### src/rtl/aes_block_shift_reg.sv
// aes_block_shift_reg
//
// WIDTH x DEPTH shift-register buffer that gathers a serial element stream
// into one parallel block (AES state assembly). With AES_SHIFT_REG_DRAIN_EN
// defined, it can also take a parallel block and serialise it back out.
//
// Optional feature macro: AES_SHIFT_REG_DRAIN_EN (parallel load + drain path).
//
// Ports:
//   clk, rst          rising-edge clock, asynchronous active-high reset
//   flush             synchronous clear of contents, count and state
//   s_valid/s_ready   serial input handshake, element on s_data
//   p_valid/p_ready   parallel block output handshake, block on p_data
//   l_valid/l_ready   parallel load handshake, block on l_data
//   d_valid/d_ready   serial drain handshake, element on d_data
//   count             number of elements currently held
//
// Block packing: element i lives at [i*WIDTH +: WIDTH]; element 0 is the
// oldest serial element and the next one to be drained.
module aes_block_shift_reg #(
  parameter int WIDTH = 8,
  parameter int DEPTH = 16
) (
  input  logic                       clk,
  input  logic                       rst,
  input  logic                       flush,
  input  logic                       s_valid,
  output logic                       s_ready,
  input  logic [WIDTH-1:0]           s_data,
  output logic                       p_valid,
  input  logic                       p_ready,
  output logic [WIDTH*DEPTH-1:0]     p_data,
  input  logic                       l_valid,
  output logic                       l_ready,
  input  logic [WIDTH*DEPTH-1:0]     l_data,
  output logic                       d_valid,
  input  logic                       d_ready,
  output logic [WIDTH-1:0]           d_data,
  output logic [$clog2(DEPTH+1)-1:0] count
);

  localparam int CW = $clog2(DEPTH+1);

  typedef enum logic [1:0] {
    ST_FILL  = 2'd0,
    ST_FULL  = 2'd1,
    ST_DRAIN = 2'd2
  } state_t;

  state_t           state_q, state_d;
  logic [CW-1:0]    count_q, count_d;
  logic [WIDTH-1:0] regs_q [DEPTH];
  logic [WIDTH-1:0] regs_d [DEPTH];

  logic in_fill, empty;
  logic s_acc, l_acc, p_acc, d_acc;

  assign in_fill = (state_q == ST_FILL);
  assign empty   = (count_q == '0);

  // Handshake outputs are suppressed outright during reset or flush so no
  // transfer can be claimed in a cycle whose result is about to be discarded.
`ifdef AES_SHIFT_REG_DRAIN_EN
  assign s_ready = !rst && !flush && in_fill && !(empty && l_valid);
  assign l_ready = !rst && !flush && in_fill && empty;
  assign d_valid = !rst && !flush && (state_q == ST_DRAIN);
  assign d_data  = regs_q[0];
`else
  assign s_ready = !rst && !flush && in_fill;
  assign l_ready = 1'b0;
  assign d_valid = 1'b0;
  assign d_data  = '0;
  // Load/drain inputs have no function in this build.
  logic unused_drain_inputs;
  assign unused_drain_inputs = ^{l_valid, l_data, d_ready};
`endif
  assign p_valid = !rst && !flush && (state_q == ST_FULL);
  assign count   = count_q;

  assign s_acc = s_valid && s_ready;
  assign l_acc = l_valid && l_ready;
  assign p_acc = p_valid && p_ready;
  assign d_acc = d_valid && d_ready;

  always_comb begin
    p_data = '0;
    for (int i = 0; i < DEPTH; i++) begin
      p_data[i*WIDTH +: WIDTH] = regs_q[i];
    end
  end

  always_comb begin
    state_d = state_q;
    count_d = count_q;
    for (int i = 0; i < DEPTH; i++) begin
      regs_d[i] = regs_q[i];
    end

    if (flush) begin
      state_d = ST_FILL;
      count_d = '0;
      for (int i = 0; i < DEPTH; i++) begin
        regs_d[i] = '0;
      end
    end else begin
      case (state_q)
        ST_FILL: begin
          if (l_acc) begin
            // l_ready is only high at count 0, so a load always wins over a
            // simultaneous serial offer.
            for (int i = 0; i < DEPTH; i++) begin
              regs_d[i] = l_data[i*WIDTH +: WIDTH];
            end
            count_d = CW'(DEPTH);
            state_d = ST_DRAIN;
          end else if (s_acc) begin
            // New element enters at the top; after DEPTH accepts the first
            // element received has reached reg[0].
            for (int i = 0; i < DEPTH-1; i++) begin
              regs_d[i] = regs_q[i+1];
            end
            regs_d[DEPTH-1] = s_data;
            count_d = count_q + CW'(1);
            if (count_q == CW'(DEPTH-1)) begin
              state_d = ST_FULL;
            end
          end
        end
        ST_FULL: begin
          // Contents are kept after hand-off; only the occupancy restarts.
          if (p_acc) begin
            count_d = '0;
            state_d = ST_FILL;
          end
        end
        ST_DRAIN: begin
          if (d_acc) begin
            for (int i = 0; i < DEPTH-1; i++) begin
              regs_d[i] = regs_q[i+1];
            end
            regs_d[DEPTH-1] = '0;
            count_d = count_q - CW'(1);
            if (count_q == CW'(1)) begin
              state_d = ST_FILL;
            end
          end
        end
        default: begin
          state_d = ST_FILL;
          count_d = '0;
        end
      endcase
    end
  end

  always_ff @(posedge clk or posedge rst) begin
    if (rst) begin
      state_q <= ST_FILL;
      count_q <= '0;
      for (int i = 0; i < DEPTH; i++) begin
        regs_q[i] <= '0;
      end
    end else begin
      state_q <= state_d;
      count_q <= count_d;
      for (int i = 0; i < DEPTH; i++) begin
        regs_q[i] <= regs_d[i];
      end
    end
  end

endmodule

### config.mk
export PLATFORM = sky130hd
export DESIGN_NAME = aes_block_shift_reg
export DESIGN_NICKNAME = d
export VERILOG_FILES = /design/src/rtl/aes_block_shift_reg.sv
export SDC_FILE = /design/constraint.sdc
export NUM_CORES = 1
export LEC_CHECK = 0
export ABC_AREA = 1
export CORE_ASPECT_RATIO = 0.75
export CORE_MARGIN = 2
export CORE_UTILIZATION = 43
export DETAILED_ROUTE_END_ITERATION = 8
export PLACE_DENSITY = 0.85
export REMOVE_ABC_BUFFERS = 1
export SYNTH_ARGS = -nofsm -noshare
export SYNTH_HDL_FRONTEND = slang
export SYNTH_SLANG_ARGS = --single-unit
### constraint.sdc
create_clock -name clk -period 4.5 [get_ports clk]
set_input_delay 0.45 -clock clk [delete_from_list [all_inputs] [get_ports clk]]
set_output_delay 0.45 -clock clk [all_outputs]
set_load 0.05 [all_outputs]
==> results of run 1 <==
==> critical path: stages <==
cell             delay (ps)
clkdlybuf4s50_1         400
buf_4                   200
inv_4                   310
nand2_1                 190
nor2_4                  290
buf_4                   260
==> sequential cells by signal, indices dropped and copies added, names as in the netlist <==
register  flops
state_q       1
p_data      128
count         5
==> cell type report <==
type | count | area, um^2
clock buffer | 18 | 429.2
fill | 1114 | 5202
multi-input combinational | 440 | 1981
clock inverter | 14 | 173.9
sequential | 134 | 3353
timing repair buffer | 156 | 1534
tap | 171 | 214.0
inverter | 20 | 85.08
==> synth_stat cells <==
cell type and instances:
nand2_1 279, dfrtp_1 134, nand4_1 95, buf_2 20, clkbuf_1 18, inv_1 17, nand3_1 17, o21ai_0 16
nor2_1 13, buf_4 11, buf_1 8, buf_6 4, inv_2 3, or2_2 3, ha_1 2, nor2_4 2
conb_1 1, nand2_2 1, nand3_2 1, nor3_1 1
==> routing by layer <==
| layer | track usage [%] | vias up |
|---|---|---|
| li1 | - | 2361 |
| met1 | 30.14 | 2367 |
| met2 | 30.38 | 184 |
| met3 | 8.957 | 11 |
| met4 | 5.523 | 0 |
| met5 | 0 | - |
==> logic make-up (layout without fill, tap and decap cells) <==
| kind of cell | count (synthesis) | after routing |
|---|---|---|
| AND/OR/NAND/NOR | 412 | 412 |
| flip-flops | 134 | 134 |
| buffers and inverters | 81 | 208 |
| AO/OA/AOI/OAI | 16 | 16 |
| adder cells (fa/ha/maj) | 2 | 2 |
| other | 1 | 10 |
==> power by group <==
group          total, mW  switching (mW)  internal [mW]
combinational      0.217           0.173         0.0445
sequential          1.22         0.00907           1.22
clock               1.41           0.532          0.875
==> final timing paths <==
| path | from | end | slack (ps) | cells after the start |
|---|---|---|---|---|
| setup / recovery | flush | s_ready | 1930 | 6 |
| hold / removal | s_valid | p_data[14] | 470 | 3 |
| setup reg to reg | state_q[0] | p_data[8] | 2370 | 6 |
| hold reg to reg | p_data[0] | p_data[0] | 480 | 2 |
| max in group asynchronous | rst | p_data[70] | 2270 | 4 |
| min in group asynchronous | rst | count[3] | 910 | 3 |
==> results.yml, run 1 <==
run_status:
  run_status: "finished clean"
layout:
  design_area_um2: 7770
  area_growth_pct: 36.30
  design.final.nets: 914
  num_antenna_cells: 0
  layout-drive-gt1-share_pct: 6.650
  final_core_utilization_pct: 59.90
  mostFrequentLayoutCells: "nand2_1, clkdlybuf4s50_1, dfrtp_1"
  finish.cell_count_without_fillers: 953
  final_common_cell: "nand2_1"
cts:
  tritoncts_clock_tree: "done"
  worst_skew_pair.late_latency_ps: 410
  clock_tree.buffer_depth: 2
  ctsRootBufferMaster: "clkbuf_16"
  ctsResizeCount: 0
  tritoncts.num_buffers: 17
  cts.htree.levels: 4
  clock_sinks: 134
  postCtsSetupBuffers: 0
  post_cts_hold_buffer_count: 0
  worst_setup_hold_path_clk_slew_ps: 60
job:
  max-cap-violations: 0
sta:
  final.min_clock_period_ps: 2572
  final.setup.tns_ps: 0
  hold_violations: 0
  maxClockFrequency_ghz: 0.3888
  rsz0062_at_grt: "false"
  final-max-slew-violation-count: 0
  clock_skew_ps: 12.09
  timing.final.ws_setup_ps: 1928
  finalCritPeriodShare_pct: 57.16
  holdWs_ps: 470.4
  finalSetupViolCount: 0
  max_slew_margin_vs_limit_pct: 23.34
  max_slew.worst_pin.slew_ps: 1150
synthesis:
  yosys_warnings: 0
  synth_mux_area_share_pct: 0
  sequential_element_share_of_the_synthesized_area_pct: 58.82
  ys_seq_elements: 134
  synth_xor_area_share_pct: 0
  synth-compound-area-share_pct: 1.405
  synthDominantAreaCellType: "dfrtp_1"
  area_share_of_the_leading_cell_type_in_the_synthesized_netlist_pct: 58.82
  netlist_area_um2: 5700
  synthSimpleGateAreaFrac_pct: 32.24
  synth_top_family_by_area: "simple AND/OR/NAND/NOR gates"
  synth.top_cells.by_area: "dfrtp_1, nand2_1, nand4_1"
  avgSynthCellArea_um2: 8.824
  adder_cell_area_share_of_the_yosys_netlist_pct: 0.4390
  syn_inst: 646
  synth_cell_types: 20
floorplan:
  ios: 288
  placementRows: 36
  core_area_um2: 12970
  floorplan.initialDensity_pct: 43.94
  fp.dieW_um: 137.0
  dieHeight_um: 103.7
  design.die.area_um2: 14200
place:
  detailed_place_hpwl_um: 9049
  dp_cells: 921
  port_buffers: 147
  gp_congestion: 0.7836
  post-place-ws_ps: 1660
  placed_cell_area_um2: 7167
drt:
  route.antenna.remaining_nets: 0
  finalWirelength_um: 14870
  route.detailed.vias_per_inst: 5.166
  number_of_drc_markers_after_the_initial_detailed_route_iteration: 345
  detailroute.wirelength.met2_um: 6635
  drt_first_pass_iters: 5
  routed-via-count: 4923
  top_layer: "met4"
  detail_route.wl_per_cell_um: 15.60
  drc: 0
  detailroute.wirelength.met3_um: 1552
  m1WireLength_um: 6564
global_routing:
  initial_antenna_violation_count: 0
  globalRouteTotalUtil_pct: 21.38
  grt_first_pass_wirelength_um: 24090
  first_global_vias: 4518
  grt_start_max_net_pins: 118
  grt_overflow_total: 0
setup_path:
  critPathRequiredTime_ps: 4050
  crit_type: "in -> out"
  worst_ep_arrival_time_ps: 2120
  end_kind: "output port"
  crit_fanout: 36
  startpoint_type: "input pin"
pwr:
  power.ir.vdd_worst_mv: 0.2436
  leakage_nw: 3.885
  design_power_total_mw: 2.849
  power_density_nw_per_um2: 366.6
min_path:
  hold_path.class: "in -> reg"
(Power assumes the default switching activity.)
==> run 2, diff against run 1 <==
Settings changed: CORE_UTILIZATION 43 to 36, PLACE_DENSITY 0.85 to 0.76.
Clock period 4.5 ns to 2.2 ns, I/O delays scaled along.
==> run 2 against run 1 <==
- first-iteration DRC count increased by 14%
- power increased by 100%
- non-clock buffer count increased by 5
- worst hold slack got worse by 220 ps
- sequential share of layout area decreased by 0.82 points
- count of clock-buffer cells in the layout increased by 4
- critical path type is now reg -> out
- critical endpoint is now count[2]
- largest cell class unchanged
- largest power group unchanged
- highest routed layer unchanged
==> results.yml, run 2 (synthesized netlist as in run 1, its figures left out) <==
cts:
  ctsResizeCount: 0
  worst_skew_pair.late_latency_ps: 410
  tritoncts.num_buffers: 17
  clock_sinks: 134
  postCtsSetupBuffers: 0
  worst_setup_hold_path_clk_slew_ps: 60
  ctsRootBufferMaster: "clkbuf_16"
  tritoncts_clock_tree: "done"
  clock_tree.buffer_depth: 2
  post_cts_hold_buffer_count: 0
  cts.htree.levels: 4
floorplan:
  placementRows: 39
  design.die.area_um2: 16870
  floorplan.initialDensity_pct: 37.09
  ios: 288
  dieHeight_um: 113.0
  fp.dieW_um: 149.3
  core_area_um2: 15370
pwr:
  power_density_nw_per_um2: 725.9
  design_power_total_mw: 5.749
  leakage_nw: 3.956
  power.ir.vdd_worst_mv: 0.4915
layout:
  largest_register_ffs: 128
  area_growth_pct: 38.94
  final_core_utilization_pct: 51.53
  n_fill_cell: 1412
  num_antenna_cells: 0
  layout-drive-gt1-share_pct: 7.125
  mostFrequentLayoutCells: "nand2_1, clkdlybuf4s50_1, dfrtp_1"
  final_common_cell: "nand2_1"
  finish.cell_count_without_fillers: 991
  design.final.nets: 919
  design_area_um2: 7920
setup_path:
  crit_type: "reg -> out"
  crit_fanout: 5
  cp.depth: 1
  setup_slack_on_the_worst_flop_to_flop_path_ps: 610
  setup.worst_path.end: "count[2]"
  worst-r2r-cell-count: 6
  rr_startpoint: "count[0]"
  critPathRequiredTime_ps: 1980
  worst_setup_path_startpoint: "count[2]"
  worst_r2r_dst: "count[4]"
  critPathSlowestCell: "clkdlybuf4s50_1"
  startpoint_type: "flop"
  worstPathBufferInverterCount: 1
  critical-path-max-stage-delay_ps: 830
  timing.critical_path.cells: "clkdlybuf4s50_1"
  path_delay_family: "buffers and inverters"
  worst_ep_arrival_time_ps: 1660
  end_kind: "output port"
sta:
  max_slew.worst_pin.slew_ps: 1044
  rsz0062_at_grt: "false"
  holdWs_ps: 253.9
  finalSetupViolCount: 0
  final.min_clock_period_ps: 1877
  hold_violations: 0
  finalCritPeriodShare_pct: 85.32
  maxClockFrequency_ghz: 0.5327
  max_slew_margin_vs_limit_pct: 30.37
  final-max-slew-violation-count: 0
  clock_skew_ps: 8.761
run_status:
  run_status: "finished clean"
drt:
  drt_first_pass_iters: 5
  route.antenna.remaining_nets: 0
  drc: 0
  number_of_drc_markers_after_the_initial_detailed_route_iteration: 395
  finalWirelength_um: 14680
  route.detailed.vias_per_inst: 4.900
  detail_route.wl_per_cell_um: 14.82
  routed-via-count: 4856
min_path:
  hold_path.class: "in -> reg"
global_routing:
  first_global_vias: 4470
  grt_first_pass_wirelength_um: 23740
  globalRouteTotalUtil_pct: 17.68
  grt_overflow_total: 0
  initial_antenna_violation_count: 0
  grt_start_max_net_pins: 108
place:
  port_buffers: 147
  placed_cell_area_um2: 7345
  detailed_place_hpwl_um: 9041
  dp_cells: 960
  gp_congestion: 0.7817
job:
  max-cap-violations: 0
run 2: changes by cell type in the layout (fill, tap and decap cells not counted):
cell,delta
bufinv_16,-1
clkbuf_8,+3
clkinvlp_4,-6
clkdlybuf4s50_1,-1
clkbuf_1,+1
buf_4,-2
inv_6,-3
buf_12,+8
clkinv_4,+1
clkinv_2,+4
run 2: layout make-up:
cell class	instances	area, um^2	share of cell area [%]
repair buffers	161	1669	21.07
flip-flops and latches	134	3353	42.34
well taps	205	256.5	3.239
multi-input cells	440	1981	25.01
inverters	20	85.08	1.074
clock buffers	22	474.2	5.987
clock inverters	9	101.3	1.280
run 2: metal layers:
metal | part of all wire, % | GRT usage [%]
met3 | 9.6 | 7.581
met5 | 0 | 0
met1 | 47 | 25.83
met2 | 43 | 24.24
met4 | 0.80 | 4.000
run 2: worst min-delay path by stage:
stage                     startpoint     endpoint  slack, ps  depth (start not counted)
after global routing         s_valid   state_q[0]        260                          5
final                        s_valid   state_q[0]        250                          5
after detailed placement   p_data[7]    p_data[7]        470                          2
after floorplan              s_valid  p_data[100]        380                          2
after CTS                    s_valid   state_q[0]        230                          5
after global placement     p_data[7]    p_data[7]        460                          2
run 2: metrics by stage:
| step | TNS [ps] | setup slack, ps |
|---|---|---|
| after global routing | 0 | 248.7 |
| after CTS | 0 | 287.1 |
| after global placement | 0 | 313.8 |
| final | 0 | 322.9 |
| after detailed placement | 0 | 300.8 |
| after floorplan | -193540 | -1585 |
run 2: power breakdown:
group          switching, mW  internal, mW
Combinational          0.359         0.116
Sequential            0.0184          2.49
Clock                   1.03          1.74
Total                   1.40          4.35
run 2: worst min-delay path, cell delays in order:
cell     delay [ps]
buf_4           150
inv_1            50
o21ai_0          80
nand2_1          80
inv_1            40
==> run 3, diff against run 2 <==
Settings changed: CORE_UTILIZATION 36 to 40, PLACE_DENSITY 0.76 to 0.8.
Clock period 2.2 ns to 1.9 ns, I/O delays scaled along.
==> run 3 against run 2 <==
- worst hold slack lost 21 ps
- die area shrank 9.7%
- sequential share of layout area shrank 0.48 points
- sequential power grew 16%
- critical endpoint unchanged
- largest cell class unchanged
- largest power group unchanged
==> results.yml, run 3 (synthesized netlist as in run 1, its figures left out) <==
layout:
  design.final.nets: 926
  num_antenna_cells: 0
  n_fill_cell: 1188
  area_growth_pct: 40.52
  mostFrequentLayoutCells: "nand2_1, clkdlybuf4s50_1, dfrtp_1"
  largest_register_ffs: 128
  regArea_um2: 3353
  final_common_cell: "nand2_1"
  layout-drive-gt1-share_pct: 8.564
  multi_input_area_um2: 1981
pwr:
  power.ir.vdd_worst_mv: 0.5534
  leakage_nw: 4.024
  design_power_total_mw: 6.842
  power_density_nw_per_um2: 854.2
floorplan:
  core_area_um2: 13840
  fp.dieW_um: 141.8
  floorplan.initialDensity_pct: 41.18
  design.die.area_um2: 15230
  dieHeight_um: 107.4
  ios: 288
  placementRows: 37
global_routing:
  grt_first_pass_wirelength_um: 24580
  initial_antenna_violation_count: 0
  first_global_vias: 4585
  grt_start_max_net_pins: 80
  globalRouteTotalUtil_pct: 20.51
  grt_overflow_total: 0
cts:
  cts.htree.levels: 4
  tritoncts_clock_tree: "done"
  clock_tree.buffer_depth: 2
  postCtsSetupBuffers: 0
  worst_skew_pair.late_latency_ps: 400
  tritoncts.num_buffers: 17
  ctsRootBufferMaster: "clkbuf_16"
  worst_setup_hold_path_clk_slew_ps: 60
  post_cts_hold_buffer_count: 0
  clock_sinks: 134
  ctsResizeCount: 0
sta:
  finalSetupViolCount: 0
  hold_violations: 0
  final-max-slew-violation-count: 0
  rsz0062_at_grt: "false"
  finalCritPeriodShare_pct: 97.68
  final.min_clock_period_ps: 1856
  max_slew.worst_pin.slew_ps: 705.9
  maxClockFrequency_ghz: 0.5388
  holdWs_ps: 232.7
  clock_skew_ps: 12.13
  max_slew_margin_vs_limit_pct: 52.94
min_path:
  worst_hold_path.num_cells: 5
  hold_endpoint: "state_q[0]"
  hold_path.class: "in -> reg"
  hold_start: "s_valid"
setup_path:
  worst_r2r_dst: "count[4]"
  critical-path-max-stage-delay_ps: 830
  path_delay_family: "buffers and inverters"
  critPathSlowestCell: "clkdlybuf4s50_1"
  worst-r2r-cell-count: 6
  crit_type: "reg -> out"
  critPathRequiredTime_ps: 1710
  crit_fanout: 5
  worstPathBufferInverterCount: 1
  timing.critical_path.cells: "clkdlybuf4s50_1"
  setup_slack_on_the_worst_flop_to_flop_path_ps: 330
  end_kind: "output port"
  worst_ep_arrival_time_ps: 1670
  rr_startpoint: "count[0]"
  startpoint_type: "flop"
drt:
  route.antenna.remaining_nets: 0
  number_of_drc_markers_after_the_initial_detailed_route_iteration: 406
  finalWirelength_um: 15190
  drt_first_pass_iters: 5
  detail_route.wl_per_cell_um: 15.68
  route.detailed.vias_per_inst: 5.059
  drc: 0
  routed-via-count: 4902
place:
  port_buffers: 147
  detailed_place_hpwl_um: 9752
  gp_congestion: 0.7863
run_status:
  run_status: "finished clean"
job:
  max-cap-violations: 0
-- run 3: cell count changes in the layout (fill, tap and decap cells not counted), sizes merged --
cell	before	now
buf	17	27
bufinv	2	3
clkbuf	22	20
clkdlybuf4s50	144	141
clkinvlp	1	2
inv	20	21
-- run 3: worst max-delay path by stage --
stage	startpoint	end	slack, ps	cells after the start
floorplan	rst	p_data[0]	-1860	6
global placement	flush	p_data[40]	170	8
detailed placement	flush	p_data[17]	130	8
CTS	count[0]	count[0]	20	1
global route	count[2]	count[2]	2	1
finish	count[2]	count[2]	40	1
-- run 3: final cells by class --
| cell class | instances | area share, % |
|---|---|---|
| inverter | 20 | 1.062 |
| clock inverter | 12 | 1.890 |
| sequential | 134 | 41.86 |
| multi-input combinational | 440 | 24.73 |
| clock buffer | 20 | 5.701 |
| timing repair buffer | 168 | 22.02 |
| tap | 175 | 2.734 |
-- run 3: metrics by stage --
step	std cells	TNS [ps]	instance area [um^2]	utilization [%]	setup WS (ps)
finish	969	0	8010	57.87	44.06
global route	969	0	8010	57.87	1.630
CTS	969	0	8010	57.87	20.55
detailed placement	937	0	7402	53.48	131.1
global placement	937	0	7402	53.48	166.6
floorplan	594	-254040	5409	-	-1855
-- run 3: layer usage --
metal / GRT usage (%) / up-vias / wire length [um]
li1: - / 2394 / -
met3: 7.963 / 4 / 1542
met2: 30.62 / 175 / 6894
met5: 0 / - / 0
met4: 5.357 / 0 / 40
met1: 28.11 / 2329 / 6716
-- run 3: report_power, final --
group | internal, mW | total (mW) | leakage (nW) | switching [mW]
registers | 2.88 | 2.90 | 1.87 | 0.0230
logic | 0.155 | 0.573 | 1.86 | 0.418
clock network | 2.13 | 3.37 | 0.296 | 1.23
